File: src/rtl/calyx_mem_pkg.sv
// Shared types for Calyx std_mem_d1 helper blocks.
// Covers the copy engine's state encoding and its per-word timing.
package calyx_mem_pkg;

  typedef enum logic [2:0] {
    StIdle,
    StRead,
    StWrite,
    StWait,
    StDone
  } copy_state_e;

  // READ, WRITE and one WAIT cycle against a memory whose done follows write_en by one cycle.
  localparam int unsigned CopyCyclesPerWord = 3;

  // Nominal go-to-done latency with a one-cycle destination done.
  function automatic int unsigned copy_cycles(input int unsigned len, input logic err);
    return (err || len == 0) ? 1 : CopyCyclesPerWord * len + 1;
  endfunction

endpackage

File: src/rtl/std_mem_copy_d1.sv
// Copies len words between two std_mem_d1 memories under a Calyx go/done handshake.
// One word per READ/WRITE/WAIT pass; WAIT stretches until the destination reports done.
module std_mem_copy_d1
  import calyx_mem_pkg::*;
#(
  parameter int unsigned Width   = 32,
  parameter int unsigned Size    = 16,
  parameter int unsigned IdxSize = 4
) (
  input  logic               clk_i,
  input  logic               reset_ni,
  input  logic               go_i,
  input  logic [IdxSize-1:0] src_base_i,
  input  logic [IdxSize-1:0] dst_base_i,
  input  logic [IdxSize:0]   len_i,
  output logic [IdxSize-1:0] src_addr0_o,
  input  logic [Width-1:0]   src_read_data_i,
  output logic [IdxSize-1:0] dst_addr0_o,
  output logic [Width-1:0]   dst_write_data_o,
  output logic               dst_write_en_o,
  input  logic               dst_done_i,
  output logic               done_o,
  output logic               error_o
);

  localparam int unsigned SumW = IdxSize + 2;

  copy_state_e        state_q;
  logic [IdxSize:0]   cnt_q;
  logic [IdxSize-1:0] src_base_q;
  logic [IdxSize-1:0] dst_base_q;
  logic [IdxSize:0]   len_q;
  logic [IdxSize-1:0] src_addr0_q;
  logic [IdxSize-1:0] dst_addr0_q;
  logic [Width-1:0]   wdata_q;
  logic               wen_q;
  logic               done_q;
  logic               error_q;

  logic [SumW-1:0]  src_end;
  logic [SumW-1:0]  dst_end;
  logic             range_err;
  logic [IdxSize:0] cnt_inc;

  // Sums are widened so that base + len can never wrap before the comparison.
  assign src_end   = SumW'(src_base_i) + SumW'(len_i);
  assign dst_end   = SumW'(dst_base_i) + SumW'(len_i);
  assign range_err = (src_end > SumW'(Size)) || (dst_end > SumW'(Size));
  assign cnt_inc   = cnt_q + (IdxSize + 1)'(1);

  always_ff @(posedge clk_i or negedge reset_ni) begin
    if (!reset_ni) begin
      state_q     <= StIdle;
      cnt_q       <= '0;
      src_base_q  <= '0;
      dst_base_q  <= '0;
      len_q       <= '0;
      src_addr0_q <= '0;
      dst_addr0_q <= '0;
      wdata_q     <= '0;
      wen_q       <= 1'b0;
      done_q      <= 1'b0;
      error_q     <= 1'b0;
    end else begin
      wen_q   <= 1'b0;
      done_q  <= 1'b0;
      error_q <= 1'b0;
      unique case (state_q)
        StIdle: begin
          if (go_i) begin
            src_base_q <= src_base_i;
            dst_base_q <= dst_base_i;
            len_q      <= len_i;
            cnt_q      <= '0;
            if (range_err) begin
              state_q <= StDone;
              done_q  <= 1'b1;
              error_q <= 1'b1;
            end else if (len_i == '0) begin
              state_q <= StDone;
              done_q  <= 1'b1;
            end else begin
              state_q     <= StRead;
              src_addr0_q <= src_base_i;
            end
          end
        end
        StRead: begin
          // Source read_data is combinational on addr0, so it is valid by the end of READ.
          wdata_q     <= src_read_data_i;
          dst_addr0_q <= dst_base_q + cnt_q[IdxSize-1:0];
          wen_q       <= 1'b1;
          state_q     <= StWrite;
        end
        StWrite: begin
          state_q <= StWait;
        end
        StWait: begin
          if (dst_done_i) begin
            cnt_q <= cnt_inc;
            if (cnt_inc == len_q) begin
              state_q <= StDone;
              done_q  <= 1'b1;
            end else begin
              state_q     <= StRead;
              src_addr0_q <= src_base_q + cnt_inc[IdxSize-1:0];
            end
          end
        end
        StDone: begin
          state_q <= StIdle;
        end
        default: begin
          state_q <= StIdle;
        end
      endcase
    end
  end

  assign src_addr0_o      = src_addr0_q;
  assign dst_addr0_o      = dst_addr0_q;
  assign dst_write_data_o = wdata_q;
  assign dst_write_en_o   = wen_q;
  assign done_o           = done_q;
  assign error_o          = error_q;

endmodule
File: config.mk
export PLATFORM = sky130hd
export DESIGN_NAME = std_mem_copy_d1
export DESIGN_NICKNAME = d
export VERILOG_FILES = /design/src/rtl/calyx_mem_pkg.sv /design/src/rtl/std_mem_copy_d1.sv
export SDC_FILE = /design/constraint.sdc
export NUM_CORES = 1
export LEC_CHECK = 0
export CAP_MARGIN = 20
export CORE_ASPECT_RATIO = 1.5
export CORE_MARGIN = 2
export CORE_UTILIZATION = 44
export CTS_BUF_LIST = sky130_fd_sc_hd__clkbuf_8
export CTS_CLUSTER_SIZE = 16
export DETAILED_ROUTE_END_ITERATION = 16
export PLACE_DENSITY_LB_ADDON = 0.2
export SYNTH_ARGS = -nofsm -noshare
export SYNTH_HDL_FRONTEND = slang
export SYNTH_SLANG_ARGS = --single-unit
File: constraint.sdc
create_clock -name clk_i -period 2 [get_ports clk_i]
set_clock_uncertainty 0.15 [all_clocks]
set_input_delay 0.3 -clock clk_i [delete_from_list [all_inputs] [get_ports clk_i]]
set_output_delay 0.3 -clock clk_i [all_outputs]
set_load 0.1 [all_outputs]
==> qor.csv <==
stage,metric,value,unit
placement,place_ws,-1.22,ns
finish,num_antenna_cells,0,
global_routing,grt_overflow_total,0,
detailed_routing,antenna_left,0,
logic_synthesis,synth_cell_types,34,
timing,fin_ws,-0.294,ns
logic_synthesis,synth_top_cell_area_share,0.512,
detailed_routing,drt_first_iter_violations,86,
clocking,cts_buffer_depth,2,
timing,slew_headroom,0.694,
placement,io_buffers,91,
finish,layout_commonest_cell,buf_4,
logic_synthesis,synth_area,0.00313,mm^2
floorplanning,top_level_ports,92,
global_routing,grtUsageTotal,0.199,
timing,setup_viol_count_final,4,
timing,fin_crit_sh,1.15,
clocking,clkTransAtPathRegs,0.07,ns
timing,hold_viol,0,
floorplanning,fp.dieH,107,um
detailed_routing,drc_errors,0,
detailed_routing,vias,2471,
logic_synthesis,synthTopCellsByArea,"dfrtp_1, mux2_1, ha_1",
timing,fmax,436,MHz
worst_hold_path,hold_class,in2reg,
clocking,htreeDepth,3,
logic_synthesis,synth-async-reset-ratio,1.00,
global_routing,grt_max_degree,65,
finish,fin_cells,474,
clocking,cts_root_buf,clkbuf_8,
global_routing,grt_first_pass_wirelength,11.5,mm
floorplanning,start_util,0.453,
floorplanning,die_x,72.8,um
setup_path,cp-start-kind,input pin,
logic_synthesis,syn_nets,314,
setup_path,critical_path_required,2.08,ns
logic_synthesis,synthFlopType,dfrtp_1,
floorplanning,fp.dieArea,0.00781,mm^2
run,max-cap-violations,0,
clocking,clock_sinks,64,
logic_synthesis,yosysTopAreaCell,dfrtp_1,
logic_synthesis,ys_seq_area_frac,0.512,
setup_path,critPathMaxFanout,4,
clocking,cts_buffers,9,
timing,tightest_slew,0.458,ns
detailed_routing,post_drt_wl_per_cell,15.8,um
setup_path,critPathKind,in2reg,
detailed_routing,drt-total-wl,7.48,mm
logic_synthesis,synth_edf_count,0,
logic_synthesis,ys_warn_count,0,
placement,globalplace.congestion,0.769,
finish,nets,459,
global_routing,antenna_found_initial,0,
placement,dp_hpwl,5.24,mm
floorplanning,rows,37,
finish,syn_to_final_growth,57.2,%
run_status,status,"finished, violations left",
global_routing,first_global_vias,2445,
timing,timing.final.crit_period,2.29,ns
detailed_routing,first_pass_iters,4,
clocking,cts_tree,yes,
placement,place_inst,443,
logic_synthesis,postSynthAreaPerCell,12.7,um^2
setup_path,cp.arrival,2.37,ns
run_status,violations,negative setup slack,
finish,drive_gt1_frac,0.414,
detailed_routing,drt-vias-per-instance,5.21,
timing,rsz0062_at_grt,yes,
clocking,clock_latency,0.35,ns
setup_path,critPathCaptureType,flip-flop,
logic_synthesis,synth_seq_cells,64,
floorplanning,core,0.00690,mm^2
finish,final_cell_mix,"buf_4, dfrtp_1, mux2_1",
logic_synthesis,synth_cells,246,
timing,maxSlewViolCount,0,
[final timing paths]
check,from,end,slack (ns),cells after the start
max in group asynchronous,reset_ni,cnt_q[2],1.07,3
max,len_i[1],src_addr0_o[3],-0.29,10
min reg2reg,dst_write_data_o[9],dst_write_data_o[9],0.34,1
min,dst_base_i[0],dst_base_q[0],0.07,2
min in group asynchronous,reset_ni,dst_write_data_o[2],0.34,3
max reg2reg,cnt_q[1],src_addr0_o[3],-0.28,8
[what timing repair did]
action | 4_1_cts | 5_1_grt
resized for setup | 66 | 21
buffers inserted | 7 | 8
pin swaps | 24 | 9
endpoints found under the setup margin | 8 | 7
hold buffers | 1 | 0
hold endpoints to repair | 64 | 0
cloned | 0 | 0
[cells by family (layout without fill, tap and decap cells)]
kind of cell             after synthesis  in the layout  synth area share
multiplexers                          50             50             0.180
AND/OR/NAND/NOR                       46             46            0.0688
AO/OA/AOI/OAI                         34             34            0.0852
buffers and inverters                 15            165            0.0184
flip-flops                            64             64             0.512
XOR/XNOR                              18             18            0.0504
adder cells (fa/ha/maj)               19             19            0.0856
[flip-flops by register name (all words and copies together), names as in the netlist]
name              cells
dst_write_data_o     32
state_q               3
dst_addr0_o           4
len_q                 5
error_o               1
done_o                1
dst_base_q            4
src_base_q            4
src_addr0_o           4
dst_write_en_o        1
cnt_q                 5
[cells in the mapped netlist, types with 3 or more instances]
cell and number:
dfrtp_1 64, mux2_1 45, xnor2_1 8, nor2_1 10, o21ai_0 6, fa_1 4
nor3_1 4, nand3_1 4, inv_1 7, a21oi_1 7, o21ai_1 6, a21o_1 4
nand2_1 18, xor2_1 10, clkbuf_1 7, ha_1 15, nor3b_1 3, mux2_2 4
[layout make-up]
type                            count  area [um^2]
Clock inverter                      5         47.5
Clock buffer                       11          151
Timing Repair Buffer              142         1260
Sequential cell                    64         1600
Multi-Input combinational cell    167         1730
Inverter                            7         26.3
Tap cell                           78         97.6
Fill cell                         511         1980
[routing by layer]
layer	GRT usage	vias up	wire (um)
met5	0	-	0
met4	0.111	0	280
met3	0.0562	19	389
met2	0.340	76	4040
met1	0.215	1220	2770
li1	-	1156	-
[per-stage QoR]
step | utilization | hold WS, ns | setup TNS, ns | cell area (um^2)
6_report | 0.713 | 0.0730 | -1.15 | 4920
5_1_grt | 0.713 | 0.0617 | -1.27 | 4920
4_1_cts | 0.690 | 0.0634 | -0.941 | 4760
3_5_place_dp | 0.636 | 0.193 | -7.51 | 4390
3_3_place_gp | 0.636 | 0.189 | -7.23 | 4390
2_1_floorplan | - | -0.146 | -1.96 | 3200
[critical path: stages]
cell and delay (ns):
buf_6 0.11, ha_4 0.24, a211oi_4 0.28, nor3b_2 0.09
a2111o_1 0.32, a22oi_2 0.21, nand3_2 0.14, a211oi_4 0.23
buf_6 0.15, mux2_4 0.30
Power is not shown: default switching activity piles up to over one toggle a cycle in this logic, so the estimate is an artifact.
